File: src/rtl/delay_scheduler.sv
// ---------------------------------------------------------------------------
// delay_scheduler
//
// Holds a shadow copy of per-tap delay indices for a microphone beamformer and
// copies the whole shadow set into the active delay_index bus atomically at an
// audio frame boundary (falling edge of ws). Writes land in the shadow only;
// a write with cfg_commit arms the transfer, which happens at the next ws fall
// seen after the arming edge.
//
// Optional feature: define DELAY_SCHEDULER_READBACK_EN to add a combinational
// shadow readback port (rd_tap -> rd_delay).
//
// Ports
//   clk          in   system clock, rising-edge active
//   reset        in   asynchronous active-high reset
//   ws           in   word select; falling edge marks the frame boundary
//   cfg_valid    in   configuration write request
//   cfg_ready    out  high when a write can be accepted (IDLE only)
//   cfg_tap      in   tap number to write (3 bits)
//   cfg_delay    in   new delay index for that tap
//   cfg_commit   in   arm an atomic update at the next frame boundary
//   delay_index  out  active indices, tap k at [k*INDEX_WIDTH +: INDEX_WIDTH]
//   pending      out  high while a committed update waits for a frame boundary
//   applied      out  one-cycle pulse after the active indices were updated
//   err          out  sticky flag: a write addressed a nonexistent tap
//   rd_tap       in   (readback only) shadow tap to read
//   rd_delay     out  (readback only) shadow[rd_tap], 0 for nonexistent taps
// ---------------------------------------------------------------------------
module delay_scheduler #(
    parameter int NUM_TAPS    = 6,
    parameter int INDEX_WIDTH = 3
) (
    input  logic                            clk,
    input  logic                            reset,
    input  logic                            ws,
    input  logic                            cfg_valid,
    output logic                            cfg_ready,
    input  logic [2:0]                      cfg_tap,
    input  logic [INDEX_WIDTH-1:0]          cfg_delay,
    input  logic                            cfg_commit,
    output logic [NUM_TAPS*INDEX_WIDTH-1:0] delay_index,
    output logic                            pending,
    output logic                            applied,
    output logic                            err
`ifdef DELAY_SCHEDULER_READBACK_EN
    ,
    input  logic [2:0]                      rd_tap,
    output logic [INDEX_WIDTH-1:0]          rd_delay
`endif
);

    typedef enum logic [1:0] {
        IDLE  = 2'd0,
        ARMED = 2'd1,
        APPLY = 2'd2
    } state_t;

    state_t                 state;
    logic [INDEX_WIDTH-1:0] shadow [NUM_TAPS];
    logic                   ws_q1;
    logic                   ws_q2;
    logic                   fall;
    logic                   xfer;
    logic                   tap_ok;

    // Both synchroniser flops clear on reset, so ws held high across reset
    // release cannot look like a fall until it is seen high and then low.
    assign fall   = ws_q2 & ~ws_q1;
    assign xfer   = cfg_valid & cfg_ready;
    assign tap_ok = int'(cfg_tap) < NUM_TAPS;

    always_ff @(posedge clk or posedge reset) begin
        if (reset) begin
            state       <= IDLE;
            cfg_ready   <= 1'b1;
            pending     <= 1'b0;
            applied     <= 1'b0;
            err         <= 1'b0;
            ws_q1       <= 1'b0;
            ws_q2       <= 1'b0;
            delay_index <= '0;
            for (int k = 0; k < NUM_TAPS; k++) begin
                shadow[k] <= '0;
            end
        end else begin
            ws_q1 <= ws;
            ws_q2 <= ws_q1;

            case (state)
                // Accept writes. A fall here is ignored, so a commit taken on
                // the same edge as a fall waits for the following frame.
                IDLE: begin
                    if (xfer) begin
                        if (tap_ok) begin
                            for (int k = 0; k < NUM_TAPS; k++) begin
                                if (int'(cfg_tap) == k) begin
                                    shadow[k] <= cfg_delay;
                                end
                            end
                        end else begin
                            err <= 1'b1;
                        end
                        // Commit arms even if the write itself was discarded.
                        if (cfg_commit) begin
                            state     <= ARMED;
                            cfg_ready <= 1'b0;
                            pending   <= 1'b1;
                        end
                    end
                end

                // Wait for the frame boundary, then copy every tap at once.
                ARMED: begin
                    if (fall) begin
                        for (int k = 0; k < NUM_TAPS; k++) begin
                            delay_index[k*INDEX_WIDTH +: INDEX_WIDTH] <= shadow[k];
                        end
                        state   <= APPLY;
                        pending <= 1'b0;
                        applied <= 1'b1;
                    end
                end

                APPLY: begin
                    state     <= IDLE;
                    applied   <= 1'b0;
                    cfg_ready <= 1'b1;
                end

                default: begin
                    state     <= IDLE;
                    cfg_ready <= 1'b1;
                    pending   <= 1'b0;
                    applied   <= 1'b0;
                end
            endcase
        end
    end

`ifdef DELAY_SCHEDULER_READBACK_EN
    always_comb begin
        rd_delay = '0;
        for (int k = 0; k < NUM_TAPS; k++) begin
            if (int'(rd_tap) == k) begin
                rd_delay = shadow[k];
            end
        end
    end
`endif

endmodule

File: config.mk
export PLATFORM = sky130hd
export DESIGN_NAME = delay_scheduler
export DESIGN_NICKNAME = d
export VERILOG_FILES = /design/src/rtl/delay_scheduler.sv
export SDC_FILE = /design/constraint.sdc
export NUM_CORES = 1
export LEC_CHECK = 0
export CORE_AREA = 2 2 75 77
export DETAILED_ROUTE_END_ITERATION = 8
export DIE_AREA = 0 0 77 79
export SLEW_MARGIN = 15
export SYNTH_ARGS = -nofsm -noshare
export SYNTH_HDL_FRONTEND = slang
export SYNTH_SLANG_ARGS = --single-unit
File: constraint.sdc
create_clock -name clk -period 3.39 [get_ports clk]
set_input_delay 0.5085 -clock clk [delete_from_list [all_inputs] [get_ports clk]]
set_output_delay 0.5085 -clock clk [all_outputs]
set_load 0.03 [all_outputs]
==> results.cfg <==
[cts]
post_cts_resized = 0
clkLatencyLatePin_ps = 290
postCtsSetupRepairBufs = 0
cts_buffers = 5
cts_tree = yes
clkSlewWorstSetupHoldPaths_ps = 70
root_buffer = clkbuf_8
clock_path_buffers = 2
cts_hold_buffers = 0
htreeDepth = 2
clock_sinks = 44

[run_status]
status = completed

[worst_setup_path]
crit_type = flop to primary output
cp.arrival_ps = 1500
reg2reg_slack_ps = 1500
cpPeakStageDelay_ps = 670
worstSetupEndpoint = cfg_ready
end_kind = primary output
r2r_end = delay_index[9]$_DFFE_PP0P_
required_ps = 2880
r2r-start = ws_q1$_DFF_PP0_
crit_slowest_cell = clkdlybuf4s50_1
crit_buf_inv = 1
crit_chain = clkdlybuf4s50_1
path_depth = 1
start_kind = flop
critical_path.top_delay_family = buffers and inverters
rr_worst_depth = 3
critPathLaunch = cfg_ready$_DFFE_PP1P_
critPathMaxFanout = 3

[synth]
synth_edf_count = 0
synth_top_cell_area_share_pct = 63.05
yosys_register_bits = 44
synth.largest_area_cell = dfrtp_1
netlist-cell-type-count = 22
synth.area.top_cells = dfrtp_1 63%, mux2_2 22%, mux2_4 2.6%, dfstp_2 1.5%, nand4b_4 1.4%
synth_warnings = 0
synth_top_flop_cell = dfrtp_1
seq_area_frac_synth_pct = 64.59
synth_common_cells = 43 x dfrtp_1, 33 x mux2_2, 3 x mux2_4, 3 x nand2_1, 3 x nor2_1
synthCells = 106
syn_area_sq_mm = 0.001707
syn_nets = 117
yosysMostFrequentCell = dfrtp_1
synth_area_per_cell_sq_um = 16.10
async_flop_share_pct = 100.0

[die]
die_area_sq_mm = 0.006083
start_util_pct = 31.97
die_w_um = 77
io_pins = 33
rows = 27
coreArea_sq_mm = 0.005338
die_h_um = 79

[timing]
setup_violations = 0
maxSlewViolCount = 0
fmax_mhz = 498.4
skew_ps = 5.990
final.min_clock_period_ps = 2006
rsz0062_at_grt = no
hold_viol_final = 0
worstMarginPinSlew_ps = 885.7
final.setup.tns_ps = 0
finalWorstSetupSlack_ps = 1384
slew_headroom_pct = 40.96
fin_crit_sh_pct = 59.19

[placement]
dpl.hpwl_um = 2188
routabilityCongestion = 0.6878
dpl_worst_slack_ps = 1273
placed_cell_area_sq_mm = 0.002128
io_buffers = 32

[layout]
diodes = 0
final_area_sq_mm = 0.002228
drive_above_1_share_pct = 37.67
fin_nets = 156
area_growth_pct = 30.57
reg_top3 = delay_index: 18 flops, shadow: 18 flops, state: 2 flops

[detailed_routing]
ant_nets = 0
drc_errors = 0
wirelength_um = 3050
dr_total_vias = 986
avgViaCountPerCell = 4.523
dr.pass1.iters = 4
wl_per_cell_um = 13.99
drtIter0Drc = 18

[grt]
antenna_found_initial = 0
met2_usage_pct = 18.16
track_usage_pct = 11.07
use_met3_pct = 3.864
grt_max_degree = 30
grt_pass1_wl_um = 5147
grt-busiest-layer = met2
met1_usage_pct = 13.03
grt_pass1_vias = 1067
overflow = 0

[pwr]
p_per_area_mw_per_mm2 = 848.1
finalPower_mw = 1.890
vdd_ir_drop_max_mv = 0.3436
power_leakage_nw = 1.004

[hold_path]
min_path_type = flop to flop

[job]
maxCapViolations = 0
[worst min-delay path by stage]
stage / cells after the start / from / end
after floorplan: 0 / ws_q1$_DFF_PP0_ / ws_q2$_DFF_PP0_
final: 0 / ws_q1$_DFF_PP0_ / ws_q2$_DFF_PP0_
after detailed placement: 0 / ws_q1$_DFF_PP0_ / ws_q2$_DFF_PP0_
after global routing: 0 / ws_q1$_DFF_PP0_ / ws_q2$_DFF_PP0_
after CTS: 0 / ws_q1$_DFF_PP0_ / ws_q2$_DFF_PP0_
after global placement: 0 / ws_q1$_DFF_PP0_ / ws_q2$_DFF_PP0_
[cell usage in the layout, fill, tap and decap left out, types with 2 or more instances in the layout]
| master | count |
|---|---|
| dfrtp_1 | 43 |
| mux2_2 | 33 |
| clkdlybuf4s50_1 | 32 |
| clkbuf_8 | 7 |
| mux2_4 | 3 |
| nor2_1 | 3 |
| nand2_1 | 3 |
| buf_4 | 3 |
| nand3_2 | 2 |
| o21a_1 | 2 |
[metrics by stage]
step	util [%]	hold slack [ps]	instances
after floorplan	-	354.3	106
after CTS	41.75	400.0	218
after global routing	41.75	426.1	218
after global placement	39.87	367.5	210
after detailed placement	39.87	369.7	210
final	41.75	405.5	218
[kinds of logic (layout without fill, tap and decap cells)]
group,count (synthesis),in the layout,synth area share (%)
buf+inv,5,45,1.467
compound gates,6,6,2.419
mux,36,36,24.41
simple gates,15,15,7.112
flops,44,44,64.59
[power by group]
part           internal [mW]  switching, mW
clock                  0.186          0.159
sequential             0.729          0.104
combinational          0.361          0.352
[per-layer routing]
layer / routed length [um] / vias up
li1: - / 449
met1: 1310 / 508
met2: 1535 / 21
met3: 146 / 8
met4: 58 / 0
met5: 0 / -
[area by class of cell]
| class | instances | area (sq um) |
|---|---|---|
| clock buffers | 8 | 100.1 |
| fillers | 532 | 3109 |
| inverters | 2 | 7.507 |
| multi-input cells | 57 | 585.6 |
| flip-flops and latches | 44 | 1102 |
| well taps | 72 | 90.09 |
| repair buffers | 35 | 342.8 |
No activity file was read; power rests on OpenSTA's default activity.
